`src/rtl/store_write_buffer_pkg.sv`:
```
// Shared types and constants for the store write buffer slice.
package store_write_buffer_pkg;

  localparam int WB_DEPTH_DEFAULT = 4;

  // One buffered retired store: word address, word-aligned data, byte lanes.
  typedef struct packed {
    logic [29:0] word_addr;
    logic [31:0] data;
    logic [3:0]  mask;
  } wb_entry_t;

  // Widen a 4-bit byte mask into a 32-bit bit mask.
  function automatic logic [31:0] expand_mask(input logic [3:0] m);
    return {{8{m[3]}}, {8{m[2]}}, {8{m[1]}}, {8{m[0]}}};
  endfunction

endpackage

```
`src/rtl/store_wb_fwd.sv`:
```
// Load forwarding: per byte lane, the youngest valid entry with a matching
// word address and a set mask bit supplies the byte.
module store_wb_fwd
  import store_write_buffer_pkg::*;
#(
  parameter int WB_DEPTH = WB_DEPTH_DEFAULT
) (
  input  wb_entry_t [WB_DEPTH-1:0]         entries,
  input  logic      [WB_DEPTH-1:0]         valid,
  input  logic      [$clog2(WB_DEPTH)-1:0] head,
  input  logic      [29:0]                 ld_word,
  output logic      [31:0]                 fwd_data,
  output logic      [3:0]                  fwd_mask
);

  localparam int PTR_W = $clog2(WB_DEPTH);

  logic [PTR_W-1:0] idx;

  // Walk entries oldest to youngest so younger matches overwrite older ones.
  always_comb begin
    fwd_data = '0;
    fwd_mask = '0;
    idx      = '0;
    for (int k = 0; k < WB_DEPTH; k++) begin
      idx = head + PTR_W'(k);
      if (valid[idx] && (entries[idx].word_addr == ld_word)) begin
        for (int b = 0; b < 4; b++) begin
          if (entries[idx].mask[b]) begin
            fwd_data[8*b +: 8] = entries[idx].data[8*b +: 8];
            fwd_mask[b]        = 1'b1;
          end
        end
      end
    end
  end

endmodule

```
`src/rtl/store_write_buffer.sv`:
```
// Store write buffer: circular FIFO of retired stores draining to the dcache,
// with coalescing into the youngest non-head entry and load forwarding.
module store_write_buffer
  import store_write_buffer_pkg::*;
#(
  parameter int WB_DEPTH = WB_DEPTH_DEFAULT
) (
  input  logic                        clock,
  input  logic                        reset,
  input  logic                        sq_valid,
  input  logic [31:0]                 sq_addr,
  input  logic [31:0]                 sq_data,
  input  logic [3:0]                  sq_byte_mask,
  output logic                        sq_accept,
  output logic                        dc_req_valid,
  output logic [31:0]                 dc_req_addr,
  output logic [31:0]                 dc_req_data,
  output logic [3:0]                  dc_req_byte_mask,
  input  logic                        dc_req_accept,
  input  logic [31:0]                 ld_addr,
  output logic [31:0]                 fwd_data,
  output logic [3:0]                  fwd_mask,
  output logic [$clog2(WB_DEPTH):0]   count,
  output logic                        empty
);

  localparam int PTR_W = $clog2(WB_DEPTH);
  localparam int CNT_W = PTR_W + 1;

  wb_entry_t [WB_DEPTH-1:0] entries;
  logic      [WB_DEPTH-1:0] valid;
  logic      [PTR_W-1:0]    head;
  logic      [PTR_W-1:0]    tail;
  logic      [PTR_W-1:0]    youngest;
  logic      [CNT_W-1:0]    count_q;
  logic                     coalesce;
  logic                     enq_new;
  logic                     deq;
  logic      [31:0]         sq_bits;
  logic                     unused_low_bits;

  // Byte offsets within a word carry no meaning here.
  assign unused_low_bits = ^{sq_addr[1:0], ld_addr[1:0]};

  assign youngest = tail - PTR_W'(1);
  assign sq_bits  = expand_mask(sq_byte_mask);

  // Merging needs a youngest entry that is not the head, i.e. at least two entries.
  assign coalesce = sq_valid && (count_q >= CNT_W'(2)) &&
                    (entries[youngest].word_addr == sq_addr[31:2]);

  // A full buffer does not accept in the same cycle the head drains.
  assign sq_accept = reset && sq_valid && (coalesce || (count_q < CNT_W'(WB_DEPTH)));
  assign enq_new   = sq_accept && !coalesce;

  assign dc_req_valid     = (count_q != '0);
  assign deq              = dc_req_valid && dc_req_accept;
  assign dc_req_addr      = dc_req_valid ? {entries[head].word_addr, 2'b00} : '0;
  assign dc_req_data      = dc_req_valid ? entries[head].data : '0;
  assign dc_req_byte_mask = dc_req_valid ? entries[head].mask : '0;

  assign count = count_q;
  assign empty = (count_q == '0);

  // Pointer, occupancy and entry storage updates for enqueue, merge and drain.
  always_ff @(posedge clock or negedge reset) begin
    if (!reset) begin
      entries <= '0;
      valid   <= '0;
      head    <= '0;
      tail    <= '0;
      count_q <= '0;
    end else begin
      if (deq) begin
        valid[head] <= 1'b0;
        head        <= head + PTR_W'(1);
      end
      if (sq_accept && coalesce) begin
        entries[youngest].data <= (entries[youngest].data & ~sq_bits) | (sq_data & sq_bits);
        entries[youngest].mask <= entries[youngest].mask | sq_byte_mask;
      end else if (enq_new) begin
        entries[tail].word_addr <= sq_addr[31:2];
        entries[tail].data      <= sq_data & sq_bits;
        entries[tail].mask      <= sq_byte_mask;
        valid[tail]             <= 1'b1;
        tail                    <= tail + PTR_W'(1);
      end
      count_q <= count_q + CNT_W'(enq_new) - CNT_W'(deq);
    end
  end

  store_wb_fwd #(.WB_DEPTH(WB_DEPTH)) u_fwd (
    .entries  (entries),
    .valid    (valid),
    .head     (head),
    .ld_word  (ld_addr[31:2]),
    .fwd_data (fwd_data),
    .fwd_mask (fwd_mask)
  );

endmodule

```
`config.mk`:
```
export PLATFORM = sky130hd
export DESIGN_NAME = store_write_buffer
export DESIGN_NICKNAME = d
export VERILOG_FILES = /design/src/rtl/store_write_buffer_pkg.sv /design/src/rtl/store_wb_fwd.sv /design/src/rtl/store_write_buffer.sv
export SDC_FILE = /design/constraint.sdc
export NUM_CORES = 1
export LEC_CHECK = 0
export BUFFER_PORTS_ARGS = -buffer_cell sky130_fd_sc_hd__buf_4
export CORE_MARGIN = 4
export CORE_UTILIZATION = 56
export CTS_CLUSTER_SIZE = 8
export DETAILED_ROUTE_END_ITERATION = 10
export HOLD_SLACK_MARGIN = 0.12
export PLACE_DENSITY_LB_ADDON = 0.12
export SLEW_MARGIN = 10
export SYNTH_ARGS = -nofsm -noshare
export SYNTH_HDL_FRONTEND = slang
export SYNTH_HIERARCHICAL = 1
export SYNTH_SLANG_ARGS = --single-unit
```
`constraint.sdc`:
```
create_clock -name clock -period 4.95 [get_ports clock]
set_input_delay 0.495 -clock clock [delete_from_list [all_inputs] [get_ports clock]]
set_output_delay 0.495 -clock clock [all_outputs]
set_load 0.005 [all_outputs]
```
-- Word-level counts from Yosys, hierarchy flattened
Cells that the tools add are included.
- add/sub/neg operators: 7
- $mul: 0
- div/mod/pow operators: 0
- $lt $le $gt $ge: 11
- eq/ne operators: 5
- shift operators: 0
- mux-type cells: 85
- bitwise logic cells: 9
- reductions and logical operators: 20
- operators with widths (kind ; count):
    $bwmux W264 ; 5
    $bmux W66 S2 ; 5
    $demux W66 S2 ; 5
    $mux W264 ; 2
    $mux W66 ; 6
    $mux W32 ; 6
    $eq A30 B30 Y1 ; 5
    $mux W8 ; 16
    $mux W36 ; 2
    $and A32 B32 Y32 ; 2
    $mux W4 ; 10
    $not A32 Y32 ; 1
    $or A32 B32 Y32 ; 1
    $mux W1 ; 22
    $lt A2 B3 Y1 const B ; 6
    $logic_and A1 B1 Y1 ; 14
    $bmux W1 S2 ; 4
    $or A4 B4 Y4 ; 2
    $ge A2 B1 Y1 const B ; 3
    $add A2 B1 Y2 const B ; 2
    $add A2 B2 Y2 const B ; 2
    $and A4 B4 Y4 ; 1
    $demux W1 S2 ; 2
    $not A4 Y4 ; 1
    other kinds (12) ; 12
- register bits after elaboration: 275
- bits in latches: 0
- memory bits (writable): 0
- ROM bits: 0
- input bits: 104
- output and inout bits: 110
- word-level logic and storage cells: 153
- memories kept: 0

-- Depth between registers and ports, before layout
Gate-level depths: netlist of the first run.
- depth after elaboration: 11
- mapped depth: 20
- depth with buffers taken out: 14

-- Modules after synthesis
Netlist of the first run, hierarchy kept.
- modules (own cells, without submodules) (module ; times used ; cells each ; area an instance (um^2) ; sequential area each (um^2)):
    store_write_buffer ; 1 ; 1352 ; 16627.2 ; 6881.6
    store_wb_fwd ; 1 ; 1163 ; 8814.7 ; 0.0

-- Least setup slack after synthesis of the first run
No wires, ideal clock.
- path kind: flip-flop to flip-flop
- start point: reg tail[0]
- end point: reg count_q[2], in the netlist count[2]
- library setup time: 122 ps
- arrival time: 4515 ps
- setup slack: 314 ps
- stages on the path, launching flop included: 20
- clock period less this slack: 4636 ps
- cell sequence: dfrtp_1 > buf_6 > buf_2 > inv_1 > ha_1 > buf_2 > buf_4 > buf_4 > mux2i_1 > o21ai_0 > a211oi_1 > o2111ai_1 > or4_1 > o21ai_0 > ha_1 > inv_1 > ha_1 > inv_1 > fa_1 > xor2_1
- word-level cells in the longest chain between the ends: 10
- elaborated cells on any way between the ends: 11
- those cells by class: add/sub (3); eq/ne (1); mux (2); reduce/logical (5)
- ends and longest elaborated chain (what ; line ; text):
    from (decl) ; store_write_buffer.sv:33 ; logic [PTR_W-1:0] tail;
    from (signal assigned) ; store_write_buffer.sv:86 ; tail <= tail + PTR_W'(1);
    $sub A2 B1 Y2 * ; store_write_buffer.sv:45 ; assign youngest = tail - PTR_W'(1);
    net youngest[0] ; store_write_buffer.sv:34 ; logic [PTR_W-1:0] youngest;
    $bmux W66 S2 * ; store_write_buffer.sv:50 ; (entries[youngest].word_addr == sq_addr[31:2]);
    $mux W66 * ; -- ;
    $eq A30 B30 Y1 * ; store_write_buffer.sv:50 ;
    $logic_and A1 B1 Y1 * ; store_write_buffer.sv:49 ; assign coalesce = sq_valid && (count_q >= CNT_W'(2)) &&
    $logic_or A1 B1 Y1 ; store_write_buffer.sv:53 ; assign sq_accept = reset && sq_valid && (coalesce || (count_q < CNT_W'(WB_DEPTH)));
    $logic_and A1 B1 Y1 ; store_write_buffer.sv:53 ;
    $logic_and A1 B1 Y1 * ; store_write_buffer.sv:54 ; assign enq_new = sq_accept && !coalesce;
    $add A3 B1 Y3 * ; store_write_buffer.sv:88 ; count_q <= count_q + CNT_W'(enq_new) - CNT_W'(deq);
    $sub A3 B1 Y3 * ; store_write_buffer.sv:88 ;
    to (signal assigned) ; store_write_buffer.sv:88 ;
    to (decl) ; store_write_buffer.sv:35 ; logic [CNT_W-1:0] count_q;
Mark *: on every way through the listed nets, which the timed path passes. The rest lies on a longest branch. The select of a mux whose other input is x is not followed.
A chain may end at the register's enable or synchronous reset.

-- Worst setup path after layout of the first run
- start point: reg head[0]
- end point: out fwd_data[22]
- word-level cells in the longest chain between the ends: 11
- elaborated cells on any way between the ends: 35
- those cells by class: add/sub (3); eq/ne (4); mux (24); reduce/logical (4)
- ends and longest elaborated chain (what ; line ; text):
    from (decl) ; store_write_buffer.sv:32 ; logic [PTR_W-1:0] head;
    from (signal assigned) ; store_write_buffer.sv:76 ; head <= head + PTR_W'(1);
    branches (longest 10 deep; another with $add A2 B1 Y2) ; -- ;
    $mux W32 * ; store_wb_fwd.sv:27 ; if (valid[idx] && (entries[idx].word_addr == ld_word)) begin
    to (decl) ; store_write_buffer.sv:21 ; output logic [31:0] fwd_data,
Every way passes the cells marked *. The select of a mux whose other input is x is not followed.

==> results of run 1 <==
[cells by family after synthesis]
group	after synthesis	synth area share [%]
other	1	0.0147
flip-flops	275	27.0
AND/OR/NAND/NOR	623	12.1
adder cells (fa/ha/maj)	12	0.620
buffers and inverters	275	5.39
AO/OA/AOI/OAI	490	14.2
multiplexers	706	36.0
XOR/XNOR	133	4.64
[worst max-delay path, stage by stage, from the launching register on]
cell	delay (ns)
dfrtp_4	0.62
buf_12	0.32
buf_6	0.26
mux2i_1	0.26
xnor2_1	0.19
a2111oi_2	0.37
buf_4	0.18
nand4b_1	0.20
or3_4	0.48
a32oi_4	0.33
clkbuf_16	0.22
o311ai_1	0.10
a21oi_1	0.24
buf_4	0.15
[through the flow]
stage	area, µm²	hold WS [ns]	util [%]	power, mW	setup slack (ns)
after floorplan	25400	0.199	-	14.3	0.314
after global placement	27800	0.355	62.3	18.9	0.222
after CTS	29300	0.177	65.8	22.3	-0.0589
after global routing	29900	0.201	66.9	24.2	-0.147
after detailed placement	27800	0.359	62.3	19.2	0.158
final	29900	0.207	66.9	23.1	-0.0865
[path summary, 6_finish.rpt]
path / startpoint / end / slack (ns) / cells after the start
setup / recovery: head[0]$_DFFE_PN0P_ / fwd_data[22] / -0.09 / 13
hold / removal: sq_addr[18] / entries[118]$_DFFE_PN0P_ / 0.21 / 2
setup reg to reg: tail[1]$_DFFE_PN0P_ / entries[112]$_DFFE_PN0P_ / 0.29 / 10
hold reg to reg: entries[110]$_DFFE_PN0P_ / entries[110]$_DFFE_PN0P_ / 0.57 / 1
max in group asynchronous: reset / tail[0]$_DFFE_PN0P_ / 2.65 / 4
min in group asynchronous: reset / entries[182]$_DFFE_PN0P_ / 0.38 / 2
[cell usage after synthesis (all sizes together), types with 7 or more instances]
cell	n
inv	34
o21a	17
dfrtp	275
xor2	27
nand2	218
xnor2	106
nand3	69
mux2i	357
nand4	30
and2	81
o211ai	21
o221ai	20
a22oi	12
or4	7
o22ai	22
mux2	202
nor3	16
nor2	100
buf	141
clkbuf	95
and3	7
nor4	17
o31ai	7
o21ai	117
a211oi	24
or3	47
a31oi	15
mux4	147
a221o	37
a2bb2oi	64
a21oi	49
o311ai	17
ha	11
o2111ai	9
a22o	8
[state kept, by name, indices dropped and copies added (netlist names)]
signal   cells
entries    264
count        3
valid        4
head         2
tail         2
[area by class of cell]
| class | instances | area (µm²) |
|---|---|---|
| flip-flops and latches | 275 | 6890 |
| well taps | 592 | 741 |
| inverters | 39 | 149 |
| multi-input cells | 1966 | 17800 |
| repair buffers | 355 | 3170 |
| fillers | 3451 | 14700 |
| clock inverters | 2 | 13.8 |
| clock buffers | 53 | 1140 |
[layer usage]
metal | share of wire, % | GRT usage (%) | vias to the layer above
li1 | - | - | 9933
met1 | 41 | 54.3 | 11971
met2 | 44 | 55.7 | 1520
met3 | 11 | 7.57 | 265
met4 | 3.4 | 11.8 | 0
met5 | 0 | 0 | -
[placed cells by master, fill, tap and decap left out, drive strengths merged, types with 7 or more instances in the layout]
cell	count
and2	81
and3	7
o31ai	7
o311ai	17
xor2	27
o2111ai	9
inv	36
mux2	202
a2bb2oi	64
nor3	16
mux2i	357
xnor2	106
o21ai	117
o211ai	21
dfrtp	275
a211oi	24
a221o	37
nor4	17
buf	350
nand3	69
nand4	30
a21oi	49
nor2	100
a22o	8
nand2	218
o21a	17
a22oi	12
or4	7
a31oi	15
clkbuf	55
ha	11
o22ai	22
o221ai	20
mux4	147
or3	47
[what timing repair did]
item                       in CTS  in global routing
hold endpoints to repair       24                  0
resized for setup              51                 73
hold buffers                    1                  0
buffers inserted                7                 14
pin swaps                      12                 15
setup endpoints to repair      36                 34
cloned                          2                  3
[power groups by stage]
stage          clock, mW  combinational (mW)  sequential (mW)
2_1_floorplan          0                10.1             4.24
3_3_place_gp           0                14.1             4.74
3_5_place_dp           0                14.4             4.86
4_1_cts             2.69                14.8             4.81
5_1_grt             2.76                16.4             5.05
6_report            2.65                15.6             4.90
==> run_results.csv, run 1 <==
group,metric,value,unit
grt,grt_usage,37.1,%
yosys,yosys.area.top_type,"dfrtp_1",
cells_and_area,nNetsFinal,2794,
placement,hpwl,62700,µm
yosys,syn_area,25400,µm²
die,die_x,221,µm
die,dieArea,48900,µm²
routing,drc,0,
cells_and_area,diodes,0,
yosys,synth_area_leaders,"dfrtp_1, mux2i_1, mux4_2, mux2_2, xnor2_1",
pwr,cellLeakagePower,12.6,nW
timing,tightestPinTransition,1.05,ns
timing,rsz0062_at_grt,"yes",
timing,report.final.slew_viol_count,0,
yosys,postSynth.asyncResetShare,100,%
die,initial_core_util,57.0,%
worst_hold_path,hold_class,"in2reg",
clock_tree,worst_skew_pair.late_latency,0.58,ns
timing,fmax,199,MHz
die,placementRows,77,
grt,grt_max_degree,184,
routing,viasPerCell,7.22,
pwr,clock_power_share,11.5,%
die,ioPinCount,214,
critical_path,crit_path_start_kind,"register",
placement,dp.cells,3201,
grt,grt_pass1_wl,143000,µm
critical_path,cp.arrival,4.54,ns
clock_tree,cts_root_buffer,"clkbuf_16",
routing,post_drt_wl_per_cell,29.2,µm
timing,timing.final.crit_share,102,%
pwr,swShare,46.0,%
critical_path,cp-end-kind,"output port",
grt,antenna_found_initial,1,
pwr,power_frac_seq,21.2,%
flow_run,max_cap_violations,0,
timing,clock-skew-final,0.0274,ns
status,failed_checks,"negative setup slack",
pwr,p_sw,10.6,mW
critical_path,required,4.45,ns
yosys,synthFlopType,"dfrtp_1",
placement,numPortBuffers,207,
cells_and_area,finalNonFillerCells,3282,
timing,relSlewSlack,29.7,%
cells_and_area,area_delta_synth_final,17.4,%
routing,vias,23689,
yosys,synth_seq_area_share,27.0,%
critical_path,crit_fanout,44,
routing,route.antenna.remaining_nets,0,
placement,place_congestion,1.02,
timing,finalSetupViolCount,12,
pwr,vdd_drop_max,598,µV
routing,totalWireLength,95700,µm
yosys,synth_top_area_share,27.0,%
die,die_y,221,µm
routing,drtIter0Drc,3079,
clock_tree,clockBufferDepth,3,
grt,grt_remaining_overflow,0,
cells_and_area,drive_gt1_share,31.9,%
clock_tree,cts_buffers,41,
yosys,syn_inst,2515,
timing,finalHoldViolations,0,
clock_tree,numClockSinks,275,
grt,grt_pass1_vias,22925,
clock_tree,cts-htree-levels,2,
timing,setup_ws,-0.0865,ns
clock_tree,cts_tree,"done",
routing,firstDrtPassIters,9,
pwr,p_int,12.5,mW
timing,setup_tns,-0.453,ns
yosys,synth_enable_flop_cells,0,
status,status,"complete, but fails checks",
clock_tree,clkSlewWorstSetupHoldPaths,0.06,ns
pwr,share_comb_of_total_power,67.4,%
critical_path,critPathKind,"reg2out",
pwr,p_per_area,775,nW/µm²
yosys,ys_types,85,
yosys,synth_area_per_cell,10.1,µm²
timing,period_minus_slack,5.04,ns
yosys,synth_seq_cells,275,
die,fp.coreArea,44600,µm²
yosys,yosysWarnings,6,
No activity file was read; power rests on OpenSTA's default activity.
==> run 2: changes to the inputs <==
- CORE_UTILIZATION: 56 -> 57
- CTS_BUF_LIST: default -> sky130_fd_sc_hd__clkbuf_8
- SETUP_SLACK_MARGIN: default -> 0.15
==> run_results.csv, run 2 (synthesized netlist as in run 1, its figures left out) <==
group,metric,value,unit
status,status,"complete, but fails checks",
status,failed_checks,"negative setup slack",
routing,route.antenna.remaining_nets,0,
clock_tree,clockBufferDepth,3,
timing,period_minus_slack,5.16,ns
grt,grt_usage,38.6,%
critical_path,worst-path-buf-inv,6,
routing,viasPerCell,7.07,
critical_path,rrSetupSlack,0.28,ns
clock_tree,cts_root_buffer,"clkbuf_8",
cells_and_area,drive_gt1_share,34.6,%
routing,drc,0,
clock_tree,worst_skew_pair.late_latency,0.70,ns
clock_tree,clkSlewWorstSetupHoldPaths,0.06,ns
pwr,p_per_area,760,nW/µm²
timing,finalHoldViolations,0,
cells_and_area,final_core_util,70.4,%
timing,rsz0062_at_grt,"yes",
routing,drtIter0Drc,3076,
clock_tree,cts-htree-levels,2,
critical_path,cpLargestDelayFamily,"simple AND/OR/NAND/NOR gates",
cells_and_area,final_common_cell,"mux2i_1",
cells_and_area,final_cell_mix,"mux2i_1, buf_4, dfrtp_1, nand2_1, mux2_2",
grt,grt_remaining_overflow,0,
routing,post_drt_wl_per_cell,28.1,µm
placement,place_congestion,1.02,
cells_and_area,fill_cells,3410,
timing,holdWs,0.158,ns
critical_path,critPathSlowestCell,"dfrtp_4",
timing,finalSetupViolCount,26,
critical_path,critPathKind,"reg2out",
critical_path,required,4.45,ns
timing,clock-skew-final,0.0486,ns
pwr,power_frac_seq,20.9,%
die,dieArea,48100,µm²
critical_path,r2r_start,"tail[0]$_DFFE_PN0P_",
die,placementRows,77,
die,initial_core_util,57.7,%
cells_and_area,regMostFlops,"entries",
worst_hold_path,holdPathStages,3,
clock_tree,numClockSinks,275,
die,fp.coreArea,44100,µm²
critical_path,max_stage_delay,0.49,ns
critical_path,cp-end-kind,"output port",
timing,setup_ws,-0.210,ns
pwr,p_sw,10.8,mW
cells_and_area,largest_reg_flops,264,
clock_tree,cts_tree,"done",
critical_path,crit_path_start_kind,"register",
pwr,share_comb_of_total_power,67.5,%
routing,vias,24076,
timing,relSlewSlack,24.0,%
critical_path,cp.arrival,4.67,ns
timing,tightestPinTransition,1.14,ns
placement,numPortBuffers,207,
flow_run,max_cap_violations,0,
critical_path,path_depth,15,
grt,grt_pass1_wl,143000,µm
critical_path,reg2reg_depth,12,
critical_path,startpoint,"head[1]$_DFFE_PN0P_",
pwr,p_int,12.8,mW
timing,fmax,194,MHz
critical_path,path_cells,"buf_12 > buf_6 > buf_12 > mux4_2 > xnor2_4 > nand3_2 > or4_4 > or3_4 > or3_4 > a32oi_4 > buf_6 > buf_16 > o221ai_2 > a21oi_2 > buf_4",
pwr,cellLeakagePower,13.2,nW
die,die_x,219,µm
pwr,swShare,45.8,%
grt,grt_pass1_vias,23216,
cells_and_area,diodes,0,
pwr,vdd_drop_max,543,µV
timing,report.final.slew_viol_count,0,
worst_hold_path,hp-start,"sq_data[28]",
die,die_y,219,µm
grt,antenna_found_initial,0,
clock_tree,cts_buffers,54,
placement,hpwl,64300,µm
cells_and_area,area_delta_synth_final,22.2,%
grt,grt_max_degree,95,
die,ioPinCount,214,
pwr,clock_power_share,11.6,%
cells_and_area,nNetsFinal,2882,
timing,timing.final.crit_share,104,%
routing,totalWireLength,95500,µm
worst_hold_path,hold_class,"in2reg",
critical_path,crit_fanout,7,
routing,firstDrtPassIters,8,
run 2: cell types whose count changed in the layout (fill, tap and decap cells not counted), sizes merged:
cell / previous run / this run
clkbuf: 55 / 74
inv: 36 / 49
clkinv: 5 / 11
bufinv: 0 / 6
buf: 350 / 381
dlygate4sd3: 1 / 45
clkinvlp: 0 / 2
run 2: layout make-up:
class,instances,area [µm²],area share [%]
Clock buffer,72,991,3.19
Clock inverter,29,288,0.926
Inverter,39,149,0.479
Multi-Input combinational cell,1966,18100,58.2
Sequential cell,275,6890,22.2
Tap cell,592,741,2.38
Timing Repair Buffer,430,3950,12.7
run 2: routing by layer:
layer  wire, µm  up-vias  global-route usage (%)  share of wire, %
met5          0        -                       0                 0
met4       3890        0                    15.1               4.1
met3      10000      291                    7.50                10
met2      42100     1560                    57.6                44
met1      39500    12088                    55.7                41
li1           -    10137                       -                 -
run 2: per-stage QoR:
stage	std cells	setup TNS [ns]	total power, mW	cell area [µm²]	worst slack [ns]
after global placement	3214	0	18.8	27900	0.0400
final	3403	-3.13	23.6	31100	-0.210
after CTS	3394	-3.09	22.8	30500	-0.270
after detailed placement	3214	-0.00673	19.1	27900	-0.00673
after global routing	3403	-5.12	24.8	31100	-0.292
after floorplan	2516	0	14.3	25400	0.314
run 2: worst paths after layout:
| kind | end |
|---|---|
| min in group asynchronous | entries[122]$_DFFE_PN0P_ |
| max reg2reg | entries[6]$_DFFE_PN0P_ |
| min reg2reg | count[0]$_DFF_PN0_ |
| max in group asynchronous | head[0]$_DFFE_PN0P_ |
| max | fwd_data[19] |
| min | entries[164]$_DFFE_PN0P_ |
run 2: repair_timing:
| action | CTS | global route |
|---|---|---|
| buffers inserted | 29 | 7 |
| endpoints found under the setup margin | 36 | 61 |
| pin swaps | 22 | 31 |
| hold buffers | 45 | 0 |
| cloned | 5 | 2 |
| endpoints found under the hold margin | 154 | 0 |
| resized for setup | 110 | 82 |
run 2: worst min-delay path, delay by kind of cell:
kind,cells,cell delay (ns)
muxes,1,0.07
and+or+nand+nor,1,0.09
buffers and inverters,1,0.12
run 2: power by group through the flow:
stage	clock [mW]	combinational (mW)	sequential, mW
2_1_floorplan	0	10.1	4.24
3_3_place_gp	0	14.0	4.81
3_5_place_dp	0	14.2	4.91
4_1_cts	2.77	15.2	4.86
5_1_grt	2.88	16.8	5.09
6_report	2.74	15.9	4.95
